==> config.mk <==
export PLATFORM = sky130hd
export DESIGN_NAME = buf_port_arbiter
export DESIGN_NICKNAME = d
export VERILOG_FILES = /design/src/rtl/buf_port_arbiter.sv
export SDC_FILE = /design/constraint.sdc
export NUM_CORES = 1
export LEC_CHECK = 0
export BUFFER_PORTS_ARGS = -buffer_cell sky130_fd_sc_hd__buf_4
export CAP_MARGIN = 10
export CORE_ASPECT_RATIO = 1.1
export CORE_MARGIN = 4
export CORE_UTILIZATION = 44
export CTS_CLUSTER_SIZE = 40
export DETAILED_ROUTE_END_ITERATION = 16
export PLACE_DENSITY = 0.85
export RECOVER_POWER = 50
export SYNTH_ARGS = -nofsm -noshare
export SYNTH_HDL_FRONTEND = slang
export SYNTH_SLANG_ARGS = --single-unit
==> constraint.sdc <==
create_clock -name clk -period 4.9 [get_ports clk]
set_input_delay 0.98 -clock clk [delete_from_list [all_inputs] [get_ports clk]]
set_output_delay 0.98 -clock clk [all_outputs]
set_load 0.02 [all_outputs]
==> src/rtl/buf_port_arbiter.sv <==
// -----------------------------------------------------------------------------
// buf_port_arbiter
//
// Shares one single-port buffer RAM between a host (AXI decoder) port and a
// DMA port. Ownership is granted per tenure: the owner issues one access per
// cycle while it holds req, and gives the port up at the end of its burst
// (last), when it drops req, or when it has issued MAX_HOLD accesses while the
// other port is waiting. Ties out of IDLE are broken round-robin.
//
// Read data returns one cycle after issue. The destination port is tagged at
// issue time, so a hand-over in the same cycle never misroutes the data.
//
// Ports
//   clk, rst_n                     clock, synchronous active-low reset
//   h_req/h_we/h_addr/h_wdata/h_last   host access request
//   h_gnt, h_rvalid, h_rdata           host grant and read return
//   d_*                                DMA equivalents of the host ports
//   mem_en/mem_we/mem_addr/mem_wdata   buffer access strobe and command
//   mem_rdata                          buffer read data (1-cycle latency)
// -----------------------------------------------------------------------------
module buf_port_arbiter #(
    parameter int ADDR_W   = 17,
    parameter int DATA_W   = 8,
    parameter int MAX_HOLD = 16
) (
    input  logic              clk,
    input  logic              rst_n,
    input  logic              h_req,
    input  logic              h_we,
    input  logic [ADDR_W-1:0] h_addr,
    input  logic [DATA_W-1:0] h_wdata,
    input  logic              h_last,
    output logic              h_gnt,
    output logic              h_rvalid,
    output logic [DATA_W-1:0] h_rdata,
    input  logic              d_req,
    input  logic              d_we,
    input  logic [ADDR_W-1:0] d_addr,
    input  logic [DATA_W-1:0] d_wdata,
    input  logic              d_last,
    output logic              d_gnt,
    output logic              d_rvalid,
    output logic [DATA_W-1:0] d_rdata,
    output logic              mem_en,
    output logic              mem_we,
    output logic [ADDR_W-1:0] mem_addr,
    output logic [DATA_W-1:0] mem_wdata,
    input  logic [DATA_W-1:0] mem_rdata
);

    typedef enum logic [1:0] {
        IDLE,
        OWN_H,
        OWN_D
    } state_t;

    localparam int CNT_W = (MAX_HOLD > 1) ? $clog2(MAX_HOLD) : 1;
    localparam logic [CNT_W-1:0] HOLD_TOP = CNT_W'(MAX_HOLD - 1);

    state_t            state;
    logic              rr_last;     // port that released last: 1 = DMA, 0 = host
    logic [CNT_W-1:0]  hold_cnt;    // accesses issued in the current tenure
    logic              h_tag;       // host read issued last cycle
    logic              d_tag;       // DMA read issued last cycle
    logic [DATA_W-1:0] h_hold;      // last host read data, shown while idle
    logic [DATA_W-1:0] d_hold;

    // Owner-side view of the request, selected by the current state.
    logic              own_req;
    logic              own_we;
    logic              own_last;
    logic [ADDR_W-1:0] own_addr;
    logic [DATA_W-1:0] own_wdata;
    logic              other_req;
    logic              release_now;

    // NOTE: every always_comb output gets a default first so no path can
    // leave it unassigned and infer a latch.
    always_comb begin
        own_req   = 1'b0;
        own_we    = 1'b0;
        own_last  = 1'b0;
        own_addr  = '0;
        own_wdata = '0;
        other_req = 1'b0;
        case (state)
            OWN_H: begin
                own_req   = h_req;
                own_we    = h_we;
                own_last  = h_last;
                own_addr  = h_addr;
                own_wdata = h_wdata;
                other_req = d_req;
            end
            OWN_D: begin
                own_req   = d_req;
                own_we    = d_we;
                own_last  = d_last;
                own_addr  = d_addr;
                own_wdata = d_wdata;
                other_req = h_req;
            end
            default: ;
        endcase
    end

    // In IDLE own_req is 0, so nothing issues while arbitrating.
    assign mem_en    = own_req;
    assign mem_we    = own_req & own_we;
    assign mem_addr  = own_req ? own_addr : '0;
    assign mem_wdata = own_req ? own_wdata : '0;

    // Forced release fires only on the MAX_HOLD-th access with a waiter;
    // without a waiter hold_cnt parks at HOLD_TOP and the tenure continues.
    assign release_now = (state != IDLE) &&
                         (!own_req || own_last || (hold_cnt == HOLD_TOP && other_req));

    // NOTE: all state updates use non-blocking assignments so every register
    // samples pre-edge values; rst_n is sampled only at the clock edge.
    always_ff @(posedge clk) begin
        if (!rst_n) begin
            state    <= IDLE;
            rr_last  <= 1'b1;           // host wins the first tie
            hold_cnt <= '0;
            h_tag    <= 1'b0;
            d_tag    <= 1'b0;
            h_hold   <= '0;
            d_hold   <= '0;
        end else begin
            h_tag <= (state == OWN_H) && h_req && !h_we;
            d_tag <= (state == OWN_D) && d_req && !d_we;
            if (h_tag) h_hold <= mem_rdata;
            if (d_tag) d_hold <= mem_rdata;

            case (state)
                IDLE: begin
                    hold_cnt <= '0;
                    if (h_req && (!d_req || rr_last)) state <= OWN_H;
                    else if (d_req)                  state <= OWN_D;
                end
                OWN_H, OWN_D: begin
                    if (release_now) begin
                        hold_cnt <= '0;
                        rr_last  <= (state == OWN_D);
                        if (other_req) state <= (state == OWN_H) ? OWN_D : OWN_H;
                        else           state <= IDLE;
                    end else if (hold_cnt != HOLD_TOP) begin
                        hold_cnt <= hold_cnt + CNT_W'(1);
                    end
                end
                default: state <= IDLE;
            endcase
        end
    end

    assign h_gnt    = (state == OWN_H);
    assign d_gnt    = (state == OWN_D);
    assign h_rvalid = h_tag;
    assign d_rvalid = d_tag;
    assign h_rdata  = h_tag ? mem_rdata : h_hold;
    assign d_rdata  = d_tag ? mem_rdata : d_hold;

endmodule

# --- After elaboration in Yosys (flattened, before gate mapping) ---
# Cells that the tools add are included.
word_totals:
  register_bits: 25
  latch_bits: 0
  ramBits: 0
  mem_bits_ro: 0
  in_bits: 66
  output_inout_bits: 47
  wordCells: 56
  mem_count: 0
op_classes:
  n_addsub: 1
  multipliers: 0
  n_div: 0
  magnitude_cmp: 0
  eq_ne: 7
  shift: 0
  n_mux: 19
  bitwise: 1
  n_reduce_logical: 21
ops:
  columns: ["op", "count"]
  rows:
  - ["$pmux 17 s2", 1]
  - ["$mux 8", 3]
  - ["$mux 17", 1]
  - ["$pmux 8 s2", 1]
  - ["$mux 2", 5]
  - ["$mux 4", 2]
  - ["$pmux 1 s2", 4]
  - ["$pmux 4 s2", 1]
  - ["$logic_and 1x1->1", 7]
  - ["$ne 3x3->1 const B", 2]
  - ["$reduce_and 2->1", 3]
  - ["$add 4x1->4 const B", 1]
  - ["$eq 4x4->1 const B", 1]
  - ["$logic_not 1->1", 4]
  - ["$ne 4x4->1 const B", 1]
  - ["$pmux 2 s2", 1]
  - ["$reduce_bool 2->1", 2]
  - ["$logic_or 1x1->1", 3]
  - ["$eq 2x1->1 const B", 1]
  - ["$eq 2x2->1 const B", 1]
  - ["$logic_not 2->1", 1]
  - ["$ne 2x2->1 const B", 1]
  - ["$reduce_or 2->1", 1]
  - ["$and 1x1->1", 1]

# --- Longest topological paths before layout ---
# Gate-level depths: netlist of run 1.
logic_depth:
  word_depth: 8
  ltp_mapped: 9
  mapped_depth_nobuf: 9

# --- Worst setup path after synthesis of run 1 ---
# Ideal clock, no wire load.
synth_path:
  path_kind: "input -> output"
  startpoint: "in h_req"
  endpoint: "out mem_addr[10]"
  t_arrival_ps: 1785
  required_ps: 3920
  slack_ps: 2135
  path_stages: 5
  path_buffers: 1
  cell_sequence: "nand2_1 nand2_1 nand2_2 buf_1 nor2_1"
synth_between:
  elab_chain_len: 2
synth_lines:
  columns: ["element", "line_no", "text"]
  rows:
  - ["from (decl)", "28", "input logic h_req,"]
  - ["$pmux 1 s2", "86", "case (state)"]
  - ["$mux 17", "110", "assign mem_addr = own_req ? own_addr : '0;"]
  - ["to (decl)", "46", "output logic [ADDR_W-1:0] mem_addr,"]
# No other way between the ends.

# --- Worst setup path in the final report of run 1 ---
layout_path:
  startpoint: "reg state[0]"
  endpoint: "out mem_en"
layout_between:
  elab_chain_len: 2
  word_cells_on_any_way: 3
layout_lines:
  columns: ["element", "line_no", "text"]
  rows:
  - ["from (decl)", "60", "state_t state;"]
  - ["from (signal assigned)", "145", "if (other_req) state <= (state == OWN_H) ? OWN_D : OWN_H;"]
  - ["$eq 2x2->1 / $eq 2x1->1 (equally long branches)", "86", null]
  - ["$pmux 1 s2 (*)", "86", null]
  - ["to (decl)", "44", "output logic mem_en,"]
# Every way passes the cells marked *; elsewhere a longest branch is shown, timed or not.

==> results.cfg, run 1 <==
[floorplanning]
pin_count = 113
initial_core_util_pct = 46.7
core_sq_um = 3390
die_area_sq_um = 4620
die_h_um = 70.9
rows = 22
die_w_um = 65.1

[worst_setup_path]
worstPathRequired_ns = 3.92
critPathLaunchType = register
worst_ep_arrival_time_ns = 2.48
worstPathMaxFanout = 34
cp-end-kind = primary output
r2r_start = state[0]
startpoint = state[0]
crit_type = reg2out

[final_layout]
drive_gt1_share_pct = 38.4
syn_to_final_growth_pct = 52.0
fin_area_sq_um = 2400
antennaDiodeCount = 0
seqCellArea_sq_um = 500
fin_cells = 337
fillers = 296
multi_input_area_sq_um = 990
nets = 361
final_core_util_pct = 71.0

[synth]
synth_nets = 257
ys_ff_latch = 25
synth_top_cells_by_count = a22oi_1 (27), nor2_1 (27), dfxtp_1 (25)
synth_top_area_share_pct = 31.7
syn_avg_cell_area_sq_um = 8.50
synth-edff-count = 0
async_reset_ff_share_pct = 0
synth_area_leaders = dfxtp_1 (32%), a22oi_1 (13%), mux2_2 (12%)
synthCells = 186
seq_area_frac_synth_pct = 31.7
ys_types = 37
synth_area_sq_um = 1580
synth_warnings = 0
synth_top_area_cell = dfxtp_1
ys.flop_type = dfxtp_1

[clock_tree]
cts_resized = 0
cts_tree = built
root_buffer = clkbuf_4
cts_sinks = 25
clk_path_buf_depth = 2
clk_latency_ns = 0.30
clk_pin_slew_ns = 0.13
ctsHoldBuffers = 0
postCtsSetupBuffers = 0
cts-htree-levels = 1
numCtsBuffers = 3

[place]
io_buffers = 112
gp_congestion = 0.850
post-place-cells = 333
place_hpwl_um = 3890
placed_area_sq_um = 2430

[timing]
hold_viol = 0
rsz0062_at_grt = false
fin_setup_tns_ns = 0
min_period_ns = 3.46
slew_violations = 0
relSlewSlack_pct = 44.6
finClkSkew_ns = 0.00691
setup_violations = 0
timing.fmax_ghz = 0.289
period_share_pct = 70.5
worst_pin_slew_ns = 0.829

[global_routing]
grtUsageTotal_pct = 21.1
antenna_found_initial = 0
grt_pass1_vias = 1813
grt_pass1_wl_um = 7940
grt_max_degree = 35
overflow = 0

[drt]
drc = 0
drt_first_pass_iters = 5
initialDrtViolationCount = 65
vias = 1786
ant_nets = 0
wirelength_um = 4810
routedWlPerCell_um = 14.3
vias_per_cell = 5.30

[min_path]
min_from = state[1]
hp-class = reg2reg

[pwr]
peakVddDrop_mv = 0.173
power_switching_uw = 329
powerDensity_nw_per_um2 = 322
combPwrFrac_pct = 57.8
leakage_uw = 0.00112
p_int_uw = 444
pwr-share-clk_pct = 11.2
pwr-share-seq_pct = 31.0
netSwitchingFraction_pct = 42.6

[flow_run]
drv_cap = 0

[outcome]
status = finished clean
[sequential cells by signal, summed over array words and instances, names as in the netlist]
name,flops
hold_cnt,4
rr_last,1
h_hold,8
d_hold,8
d_rvalid,1
state,2
h_rvalid,1
[final cells by class]
| class | instances | share of cell area [%] |
|---|---|---|
| clock buffers | 4 | 1.09 |
| inverters | 3 | 0.469 |
| multi-input cells | 143 | 41.2 |
| flip-flops and latches | 25 | 20.8 |
| well taps | 48 | 2.50 |
| repair buffers | 114 | 33.9 |
[layout by cell type (no fill, tap or decap)]
cell type,instances
nand3b_1,1
o21bai_1,1
mux2_1,13
a22oi_1,27
dfxtp_1,25
a211o_1,3
nor4_1,2
a211oi_2,1
nor2b_1,2
a32o_1,1
nand2_1,13
o21ai_0,2
a21oi_1,1
o22ai_1,1
mux2_2,4
and2_0,1
nor2_1,27
ha_1,5
inv_1,3
buf_4,101
clkbuf_4,5
clkbuf_1,12
nand4_1,1
a31oi_1,1
nor3b_1,2
nor3_1,2
nand4b_1,1
a32oi_1,1
o21a_1,2
a22o_1,2
mux2i_1,3
nand3_1,2
o2111a_1,1
nand2b_1,4
and2_1,15
o2111ai_1,1
[power groups by stage]
stage                     clock (uW)  combinational [uW]  sequential [uW]
after floorplan                    0                 343              240
after global placement             0                 462              244
after detailed placement           0                 468              245
after CTS                       91.2                 470              240
after global routing             102                 493              243
final                           86.7                 447              240
[worst paths after layout]
check             cells after the start          end  slack (ns)
setup / recovery                      8       mem_en        1.44
hold / removal                        2     state[1]        0.51
setup reg to reg                     10  hold_cnt[3]        2.32
hold reg to reg                       2     state[1]        0.51
[layer usage]
metal | vias up | GRT usage, % | share of wire [%]
met2 | 92 | 36.6 | 50
met3 | 12 | 6.98 | 11
met1 | 808 | 24.2 | 38
li1 | 874 | - | -
met4 | 0 | 7.37 | 2.2
met5 | - | 0 | 0
[kinds of logic after synthesis]
kind of cell	synth area share (%)
simple gates	23.1
compound gates	22.5
flops	31.7
mux	14.0
buf+inv	4.75
fa+ha+maj	3.96
[stage by stage]
| step | total power [uW] | hold WS, ns | setup WS [ns] |
|---|---|---|---|
| finish | 773 | 0.515 | 1.44 |
| global route | 838 | 0.530 | 1.18 |
| CTS | 801 | 0.513 | 1.73 |
| detailed placement | 713 | 0.495 | 1.93 |
| global placement | 705 | 0.481 | 1.95 |
| floorplan | 583 | 0.468 | 2.13 |
[critical path, stage by stage, from the launching register on]
cell and delay (ns):
dfxtp_1 0.41, inv_1 0.09, ha_1 0.20, buf_4 0.24, nand2_1 0.17, nand2_1 0.06, nand2_1 0.61, inv_1 0.17
buf_4 0.21
(Power assumes the default switching activity.)
==> inputs of run 2 (changes only) <==
Settings changed: CORE_UTILIZATION 44 to 37, PLACE_DENSITY 0.85 to 0.76.
Clock period 4.9 ns to 2.8 ns, I/O delays scaled along.
==> run 2 against run 1 <==
Effect of this change:
- non-clock buffer count unchanged
- count of clock-buffer cells in the layout down 1
- clock skew about the same
- register-to-register slack worse by 1.6 ns
- flip-flop and latch count unchanged
- largest cell class unchanged
- die area up 17%
- sequential power up 75%
- power up 86%
- combinational power up 82%
- sequential share of layout area down 0.13 points
==> results.cfg, run 2 (synthesis gave the netlist of run 1 again) <==
[outcome]
status = finished clean

[clock_tree]
cts-htree-levels = 1
clk_pin_slew_ns = 0.08
ctsHoldBuffers = 0
cts_sinks = 25
cts_resized = 0
clk_path_buf_depth = 2
clk_latency_ns = 0.26
root_buffer = clkbuf_8
postCtsSetupBuffers = 0
numCtsBuffers = 3
cts_tree = built

[worst_setup_path]
worstPathMaxFanout = 27
worstPathRequired_ns = 2.24
cp-end-kind = primary output
critPathLaunchType = register
worst_ep_arrival_time_ns = 2.03
crit_type = reg2out
r2r_start = state[0]
startpoint = state[0]

[timing]
min_period_ns = 2.59
timing.fmax_ghz = 0.386
setup_violations = 0
worst_pin_slew_ns = 0.485
fin_setup_tns_ns = 0
hold_viol = 0
period_share_pct = 92.5
finClkSkew_ns = 0.00689
slew_violations = 0
relSlewSlack_pct = 67.6
finalWorstSetupSlack_ns = 0.209
rsz0062_at_grt = false

[min_path]
hp-class = in2reg
min_from = d_we

[final_layout]
largest_registers = d_hold: 8 flops, h_hold: 8 flops, hold_cnt: 4 flops
fin_area_sq_um = 2420
drive_gt1_share_pct = 38.4
final_cell_mix = buf_4 (97), a22oi_1 (27), nor2_1 (27)
fin_cells = 341
multi_input_area_sq_um = 1000
antennaDiodeCount = 0
layout_commonest_cell = buf_4
nets = 361
fillers = 394
seqCellArea_sq_um = 500
syn_to_final_growth_pct = 53.0

[drt]
vias = 1744
drt_first_pass_iters = 4
routedWlPerCell_um = 14.4
initialDrtViolationCount = 64
drc = 0
wirelength_um = 4920
ant_nets = 0
vias_per_cell = 5.11

[place]
io_buffers = 112
post-place-cells = 337
dp_slack_ns = 0.528
placed_area_sq_um = 2440
place_hpwl_um = 3880
gp_congestion = 0.802

[global_routing]
grt_max_degree = 34
overflow = 0
grtUsageTotal_pct = 16.9
antenna_found_initial = 0
grt_pass1_wl_um = 7650
grt_pass1_vias = 1671

[floorplanning]
die_h_um = 76.5
core_sq_um = 4050
pin_count = 113
die_w_um = 70.3
die_area_sq_um = 5380
rows = 24
initial_core_util_pct = 39.0

[pwr]
leakage_uw = 0.00110
powerDensity_nw_per_um2 = 594
finalPower_uw = 1440
peakVddDrop_mv = 0.304

[flow_run]
drv_cap = 0
-- run 2: changes by cell type in the layout (fill, tap and decap cells not counted), moves of 2 or more --
cell | previous run | this run
nand2_2 | 0 | 2
clkbuf_1 | 12 | 17
nand2_1 | 13 | 11
buf_4 | 101 | 97
clkbuf_4 | 5 | 0
clkbuf_8 | 0 | 3
-- run 2: metrics by stage --
stage / utilization [%] / hold WS (ns)
global route: 59.6 / 0.461
floorplan: - / 0.468
global placement: 60.1 / 0.485
detailed placement: 60.1 / 0.489
finish: 59.6 / 0.470
CTS: 61.3 / 0.466
-- run 2: routing by layer --
metal	GRT usage, %	up-vias	wire (um)
li1	-	876	-
met1	19.6	794	1940
met2	30.2	72	2470
met3	6.07	2	492
met4	2.30	0	10
met5	0	-	0
-- run 2: critical path: stages (launching register included) --
cell	delay [ns]
dfxtp_1	0.39
inv_1	0.09
ha_1	0.52
nand2_2	0.39
nor2_1	0.22
buf_4	0.16
-- run 2: cell type report --
class                      count  area share, %
clock buffer                   3           1.71
sequential                    25           20.7
timing repair buffer         114           32.8
tap                           52           2.69
clock inverter                 1          0.207
multi-input combinational    143           41.5
inverter                       3          0.466
-- run 2: path summary, 6_finish.rpt --
| check | to | slack [ns] | depth (start not counted) |
|---|---|---|---|
| worst max-delay path | mem_wdata[0] | 0.21 | 5 |
| worst min-delay path | d_rvalid | 0.47 | 2 |
| worst max register to register | hold_cnt[0] | 0.76 | 6 |
| worst min register to register | rr_last | 0.51 | 2 |
-- run 2: where the power goes --
group	switching [uW]	leakage (uW)	internal [uW]	total, uW
clock network	104	0.0000255	99.1	203
registers	28.8	0.000202	391	420
logic	472	0.000870	341	813
total	605	0.00110	831	1440
